## src/rtl/sync_word_pkg.sv

```systemverilog
// Shared constants, types and sizing helpers for the sync-word streamer.
package sync_word_pkg;

  // Width of the sync_word input port; the carrier count can only trim this.
  localparam int SYNC_WORD_BITS        = 800;
  localparam int USED_CARRIERS_DEFAULT = 800;
  localparam int WORD_WIDTH            = 32;

  // Number of output words needed to carry all valid carriers.
  function automatic int num_words(input int carriers, input int width);
    return (carriers + width - 1) / width;
  endfunction

  typedef enum logic [0:0] {
    IDLE   = 1'b0,
    STREAM = 1'b1
  } state_t;

endpackage

```

## src/rtl/sync_word_streamer.sv

```systemverilog
// Streams a snapshot of the sync word as an AXI-Stream burst, optionally
// repeated, with tlast marking the end of each pass.
//
// state  | meaning
// -------+-----------------------------------------------------------------
// IDLE   | waiting for start; outputs quiet
// STREAM | presenting snapshot[word_idx], advancing on each handshake
module sync_word_streamer
  import sync_word_pkg::*;
#(
  parameter int USED_CARRIERS      = USED_CARRIERS_DEFAULT,
  parameter int M_AXIS_TDATA_WIDTH = WORD_WIDTH
) (
  input  logic                          m_axis_sync_aclk,
  input  logic                          m_axis_sync_aresetn,
  input  logic [SYNC_WORD_BITS-1:0]     sync_word,
  input  logic                          start,
  input  logic [3:0]                    repeat_count,
  output logic [M_AXIS_TDATA_WIDTH-1:0] m_axis_sync_tdata,
  output logic                          m_axis_sync_tvalid,
  input  logic                          m_axis_sync_tready,
  output logic                          m_axis_sync_tlast,
  output logic                          busy,
  output logic                          done
);

  localparam int NUM_WORDS = num_words(USED_CARRIERS, M_AXIS_TDATA_WIDTH);
  localparam int SNAP_BITS = NUM_WORDS * M_AXIS_TDATA_WIDTH;
  localparam int IDX_W     = (NUM_WORDS > 1) ? $clog2(NUM_WORDS) : 1;

  localparam logic [IDX_W-1:0] LAST_IDX = IDX_W'(NUM_WORDS - 1);

  // Carriers past USED_CARRIERS are cleared at capture so the final partial
  // word goes out zero-padded without any per-word masking.
  localparam logic [SNAP_BITS-1:0] CARRIER_MASK =
    {SNAP_BITS{1'b1}} >> (SNAP_BITS - USED_CARRIERS);

  state_t                 state;
  logic [SNAP_BITS-1:0]   snapshot;
  logic [SNAP_BITS-1:0]   snap_next;
  logic [IDX_W-1:0]       word_idx;
  logic [3:0]             pass_cnt;
  logic [3:0]             rep_snap;
  logic                   handshake;
  logic                   last_word;
  logic                   last_pass;

  assign snap_next = SNAP_BITS'(sync_word) & CARRIER_MASK;
  assign handshake = (state == STREAM) && m_axis_sync_tready;
  assign last_word = (word_idx == LAST_IDX);
  assign last_pass = (pass_cnt == rep_snap);

  // Sequencer: capture on start, walk words and passes on each handshake.
  always_ff @(posedge m_axis_sync_aclk or negedge m_axis_sync_aresetn) begin
    if (!m_axis_sync_aresetn) begin
      state    <= IDLE;
      snapshot <= '0;
      word_idx <= '0;
      pass_cnt <= '0;
      rep_snap <= '0;
      done     <= 1'b0;
    end else begin
      done <= 1'b0;
      case (state)
        IDLE: begin
          if (start) begin
            snapshot <= snap_next;
            rep_snap <= repeat_count;
            word_idx <= '0;
            pass_cnt <= '0;
            state    <= STREAM;
          end
        end
        STREAM: begin
          if (handshake) begin
            if (last_word) begin
              word_idx <= '0;
              if (last_pass) begin
                pass_cnt <= '0;
                done     <= 1'b1;
                state    <= IDLE;
              end else begin
                pass_cnt <= pass_cnt + 4'd1;
              end
            end else begin
              word_idx <= word_idx + IDX_W'(1);
            end
          end
        end
        default: state <= IDLE;
      endcase
    end
  end

  // Outputs decode registered state only, so tready never reaches them
  // combinationally and data/last hold naturally during a stall.
  always_comb begin
    m_axis_sync_tvalid = (state == STREAM);
    busy               = (state == STREAM);
    m_axis_sync_tlast  = (state == STREAM) && last_word;
    m_axis_sync_tdata  = '0;
    if (state == STREAM) begin
      m_axis_sync_tdata = snapshot[word_idx * M_AXIS_TDATA_WIDTH +: M_AXIS_TDATA_WIDTH];
    end
  end

endmodule

```

## config.mk

```make
export PLATFORM = sky130hd
export DESIGN_NAME = sync_word_streamer
export DESIGN_NICKNAME = d
export VERILOG_FILES = /design/src/rtl/sync_word_pkg.sv /design/src/rtl/sync_word_streamer.sv
export SDC_FILE = /design/constraint.sdc
export NUM_CORES = 2
export LEC_CHECK = 0
export BUFFER_PORTS_ARGS = -buffer_cell sky130_fd_sc_hd__buf_2
export CAP_MARGIN = 20
export CORE_AREA = 2 2 330 332
export CTS_CLUSTER_SIZE = 40
export DETAILED_ROUTE_END_ITERATION = 6
export DIE_AREA = 0 0 332 334
export PLACE_DENSITY = 0.64
export SLEW_MARGIN = 25
export SYNTH_ARGS = -nofsm -noshare
export SYNTH_HDL_FRONTEND = slang
export SYNTH_SLANG_ARGS = --single-unit
```

## constraint.sdc

```tcl
create_clock -name m_axis_sync_aclk -period 5.55 [get_ports m_axis_sync_aclk]
set_input_delay 0.2775 -clock m_axis_sync_aclk [delete_from_list [all_inputs] [get_ports m_axis_sync_aclk]]
set_output_delay 0.2775 -clock m_axis_sync_aclk [all_outputs]
set_load 0.05 [all_outputs]
```

# Word-level counts from Yosys, hierarchy flattened
# Cells that the tools add are included.
word_totals:
  regBits: 815
  latch_bits: 0
  ramBits: 0
  mem_bits_ro: 0
  output_inout_bits: 36
  word_cells: 39
  n_memories: 0
classes:
  add_sub_neg: 2
  n_mul: 0
  div_mod_pow: 0
  n_lt_le_gt_ge: 0
  eq_ne: 5
  shifts: 1
  n_mux: 19
  n_bitwise: 1
  n_reduce_logical: 5
op_table:
  columns: ["op", "count"]
  rows:
  - ["$shiftx A800 B11 Y32", 1]
  - ["$mux W32", 1]
  - ["$mux W4", 4]
  - ["$mux W5", 3]
  - ["$pmux W5 S2", 1]
  - ["$mux W1", 8]
  - ["$pmux W4 S2", 1]
  - ["$add A5 B1 Y5 const B", 1]
  - ["$eq A5 B5 Y1 const B", 1]
  - ["$add A4 B1 Y4 const B", 1]
  - ["$eq A4 B4 Y1", 1]
  - ["$ne A2 B1 Y1 const B", 2]
  - ["$reduce_and A2 Y1", 2]
  - ["$reduce_and A3 Y1", 1]
  - ["$logic_and A1 B1 Y1", 2]
  - ["$ne A2 B2 Y1 const B", 1]
  - ["$pmux W1 S2", 1]
  - ["$not A1 Y1", 1]

# Logic depth before layout (Yosys ltp)
logic_depth:
  ltp_word: 5
  depth_mapped: 10
  mapped_depth_nobuf: 6

# Worst setup path after synthesis
# Ideal clock, no wire load.
synth_timing:
  path_kind: "flip-flop to output port"
  startpoint: "reg state, in the netlist busy"
  endpoint: "out m_axis_sync_tdata[0]"
  arrival_time_ns: 2.689
  t_required_ns: 5.273
  path_slack_ns: 2.584
  path_stages_with_launch: 7
  path_cell_list: "dfrtp_1 buf_2 nor2b_1 clkbuf_1 clkbuf_1 a32oi_1 nor3_1"
synth_between:
  elab_chain_len: 1
synth_lines:
  columns: ["item", "line", "text"]
  rows:
  - ["start: declaration", "sync_word_streamer.sv:38", "state_t state;"]
  - ["start signal: assignment", "sync_word_streamer.sv:56", "state <= IDLE;"]
  - ["start signal: assignment", "sync_word_streamer.sv:71", "state <= STREAM;"]
  - ["start signal: assignment", "sync_word_streamer.sv:81", "state <= IDLE;"]
  - ["$mux W32", "sync_word_streamer.sv:102", "if (state == STREAM) begin"]
  - ["end: declaration", "sync_word_streamer.sv:19", "output logic [M_AXIS_TDATA_WIDTH-1:0] m_axis_sync_tdata,"]
# No other way between the ends.

# Final worst setup path
layout_timing:
  startpoint: "reg word_idx[1]"
  endpoint: "out m_axis_sync_tdata[21]"
layout_between:
  elab_chain_len: 2
layout_lines:
  columns: ["item", "line", "text"]
  rows:
  - ["start: declaration", "sync_word_streamer.sv:41", "logic [IDX_W-1:0] word_idx;"]
  - ["start signal: assignment", "sync_word_streamer.sv:86", "word_idx <= word_idx + IDX_W'(1);"]
  - ["$shiftx A800 B11 Y32", "sync_word_streamer.sv:103", "m_axis_sync_tdata = snapshot[word_idx * M_AXIS_TDATA_WIDTH +: M_AXIS_TDATA_WIDTH];"]
  - ["$mux W32", "sync_word_streamer.sv:102", null]
# No other way between the ends.

==> results by group <==
Run status
  • Outcome: complete, no violations

STA
  • Max-slew violation count: 0
  • Period utilization: 0.806
  • Fmax: 224 MHz
  • Setup Viol. Count Final: 0
  • Final Hold Viols: 0
  • Tmin final: 4.47 ns
  • Clock skew: 0.0316 ns
  • RSZ-0062 raised after global routing: no
  • Max_slew headroom: 0.150
  • Post-Route Setup TNS: 0 ns
  • Worst-Margin Slew: 1.28 ns

Floorplanning
  • Core area: 0.108 sq mm
  • Starting Density: 0.340
  • Die ar.: 0.111 sq mm
  • IO Pins: 844
  • Rows: 121
  • Die Width: 332 um
  • Die H: 334 um

Pwr
  • Power per cell area: 395 mW/mm^2
  • Leak: 0.0241 uW
  • Sequential Power Share: 0.340
  • P_int: 13,500 uW
  • Combinational power share: 0.346
  • Clock power frac: 0.314
  • Highest ir drop seen on vdd: 402 uV
  • Net switching power: 7790 uW
  • Switching part of the total: 0.367

Routing
  • Vias: 28,200
  • DRC viols: 0
  • TritonRoute pass-1 iters: 5
  • Routed len/inst: 25.6 um
  • Initial drt markers: 1,511
  • Antenna-violating nets left: 0
  • Routed vias/inst: 5.08
  • Final WL: 142 mm

Clock tree
  • Worst-path clk slew: 0.06 ns
  • Post-CTS Setup Bufs: 0
  • CTS root buffer: clkbuf_16
  • CTS tree: built
  • Clock Latency Late Sink: 0.69 ns
  • CTS H-tree depth: 3
  • Hold-fix buffers, CTS: 807
  • Clock sink total: 815
  • Worst-case clock buffer depth: 3
  • Post-cts resize count: 0
  • TritonCTS buffer count: 91

Synthesis
  • Synth unique cells: 37
  • Async set-reset flop share out of synthesis: 1.00
  • Top cells by area, synth: dfrtp_1, mux2_2, mux4_2
  • Mean Syn Cell Area: 15.2 sq um
  • Syn_nets: 3,220
  • Dominant synthesized flop cell: dfrtp_1
  • Synth area leader: dfrtp_1
  • Top-area cell type share of the netlist area: 0.556
  • Dominant cell by count in the synthesized netlist: dfrtp_1
  • Seq/Total Area, Yosys: 0.556
  • Mapped Area: 0.0366 sq mm
  • Synth Register Bits: 815
  • Leading cell types by count after synthesis: dfrtp_1, mux2_2, mux2i_1, mux4_2, buf_2
  • Warnings from Yosys: 0
  • Synth Instances: 2,409
  • EDFF count, synth: 0

Worst setup path
  • WP data required: 5.27 ns
  • Critical path's slowest cell: a32oi_1
  • Setup Crit Path Kind: register to output pin
  • Crit-path cells: nor2b_4 -> a22oi_1 -> a32oi_1 -> nor3_2 -> buf_2
  • CP peak stage delay: 0.89 ns
  • Crit path arrival time: 4.19 ns
  • Crit. End Element: output pin
  • Crit start category: register
  • Crit Path Max Fanout: 38

Placed design
  • Dpl hpwl: 101 mm
  • Port Buffers: 843
  • GP Congestion: 0.855

Final layout
  • Final nets: 4,837
  • Layout cells sized above 1: 0.488
  • Layout area overhead: 47.0%
  • Utilization after layout: 0.500

Hold path
  • Hold Path Class: input pin to asynchronous set/reset pin

GRT
  • Via count of the first global-routing pass: 31,100
  • First-pass GRT wire length: 207 mm
  • Remaining Overflow, GRT: 0
  • Largest net degree at the start of global routing: 174
  • Initial antenna violation count: 44
  • Tot GR Track Use: 0.252

Run
  • Max_cap viols: 0
[layer usage]
layer / share of wire / track usage / vias up
li1: - / - / 12300
met5: 0.0011 / 0 / -
met3: 0.054 / 0.0548 / 301
met4: 0.036 / 0.0928 / 24
met2: 0.51 / 0.442 / 1016
met1: 0.40 / 0.304 / 14600
[critical path, delay by kind of cell, from the launching register on]
family / cells / cell delay (ns)
simple gates: 2 / 1.05
buf+inv: 1 / 0.27
flops: 1 / 0.83
compound gates: 2 / 1.33
[power groups by stage]
stage / sequential (uW) / combinational [uW] / clock [uW]
6_report: 7230 / 7340 / 6680
5_1_grt: 7300 / 7740 / 7060
4_1_cts: 7210 / 7450 / 6790
3_5_place_dp: 7310 / 6940 / 0
3_3_place_gp: 7290 / 6890 / 0
2_1_floorplan: 6990 / 4250 / 0
[cell usage in the layout, fill, tap and decap left out, types with 16 or more instances in the layout]
cell type,synthesis,layout
buf_4,15,47
o22ai_1,64,62
dfrtp_1,815,812
mux2_2,767,767
diode_2,0,38
o21ai_1,66,66
clkinv_2,0,16
dlygate4sd3_1,0,807
mux2i_1,128,128
inv_1,36,36
nor3_2,30,30
a22oi_1,64,64
nand2_1,38,37
mux4_2,128,128
buf_2,107,842
clkbuf_8,0,20
a32oi_1,32,32
clkbuf_16,0,91
[logic make-up after synthesis]
| kind of cell | share of synthesized area |
|---|---|
| multiplexers | 0.351 |
| flip-flops | 0.556 |
| AO/OA/AOI/OAI | 0.0423 |
| buffers and inverters | 0.0302 |
| AND/OR/NAND/NOR | 0.0172 |
| XOR/XNOR | 0.00167 |
| adder cells (fa/ha/maj) | 0.00102 |
[final cells by class]
type                            count  area (sq um)
Sequential cell                   815         20400
Timing Repair Buffer             1709         12900
Tap cell                         1414          1770
Inverter                           36           135
Fill cell                        8993         53900
Clock inverter                     45           758
Clock buffer                      124          2600
Multi-Input combinational cell   1373         15200
Antenna cell                       38          95.1
[registers in the layout (all words and copies together) (netlist names)]
signal    flops
pass_cnt      4
rep_snap      4
snapshot    800
done          1
busy          1
word_idx      5
[final timing paths]
path | start | to | slack (ns) | cells after the start
max | word_idx[1] | m_axis_sync_tdata[21] | 1.08 | 5
min | m_axis_sync_aresetn | snapshot[746] | 0.25 | 2
max reg2reg | busy | snapshot[536] | 2.70 | 4
min reg2reg | snapshot[756] | snapshot[756] | 0.49 | 1
max in group asynchronous | m_axis_sync_aresetn | snapshot[148] | 3.70 | 3
min in group m_axis_sync_aclk | sync_word[442] | snapshot[442] | 0.36 | 3
[per-stage QoR]
step                      cells  setup WS, ns  instance area, sq um  hold slack, ns  power (uW)
after floorplan            2409          2.58                 36600         -0.0181       11200
after global placement     4535          1.61                 42300           0.384       14200
after detailed placement   4539          1.79                 42300           0.388       14200
after CTS                  5515         0.995                 53700           0.251       21400
after global routing       5542         0.989                 53800           0.304       22100
final                      5554          1.08                 53900           0.251       21300
Power figures use the tool's default switching activity.
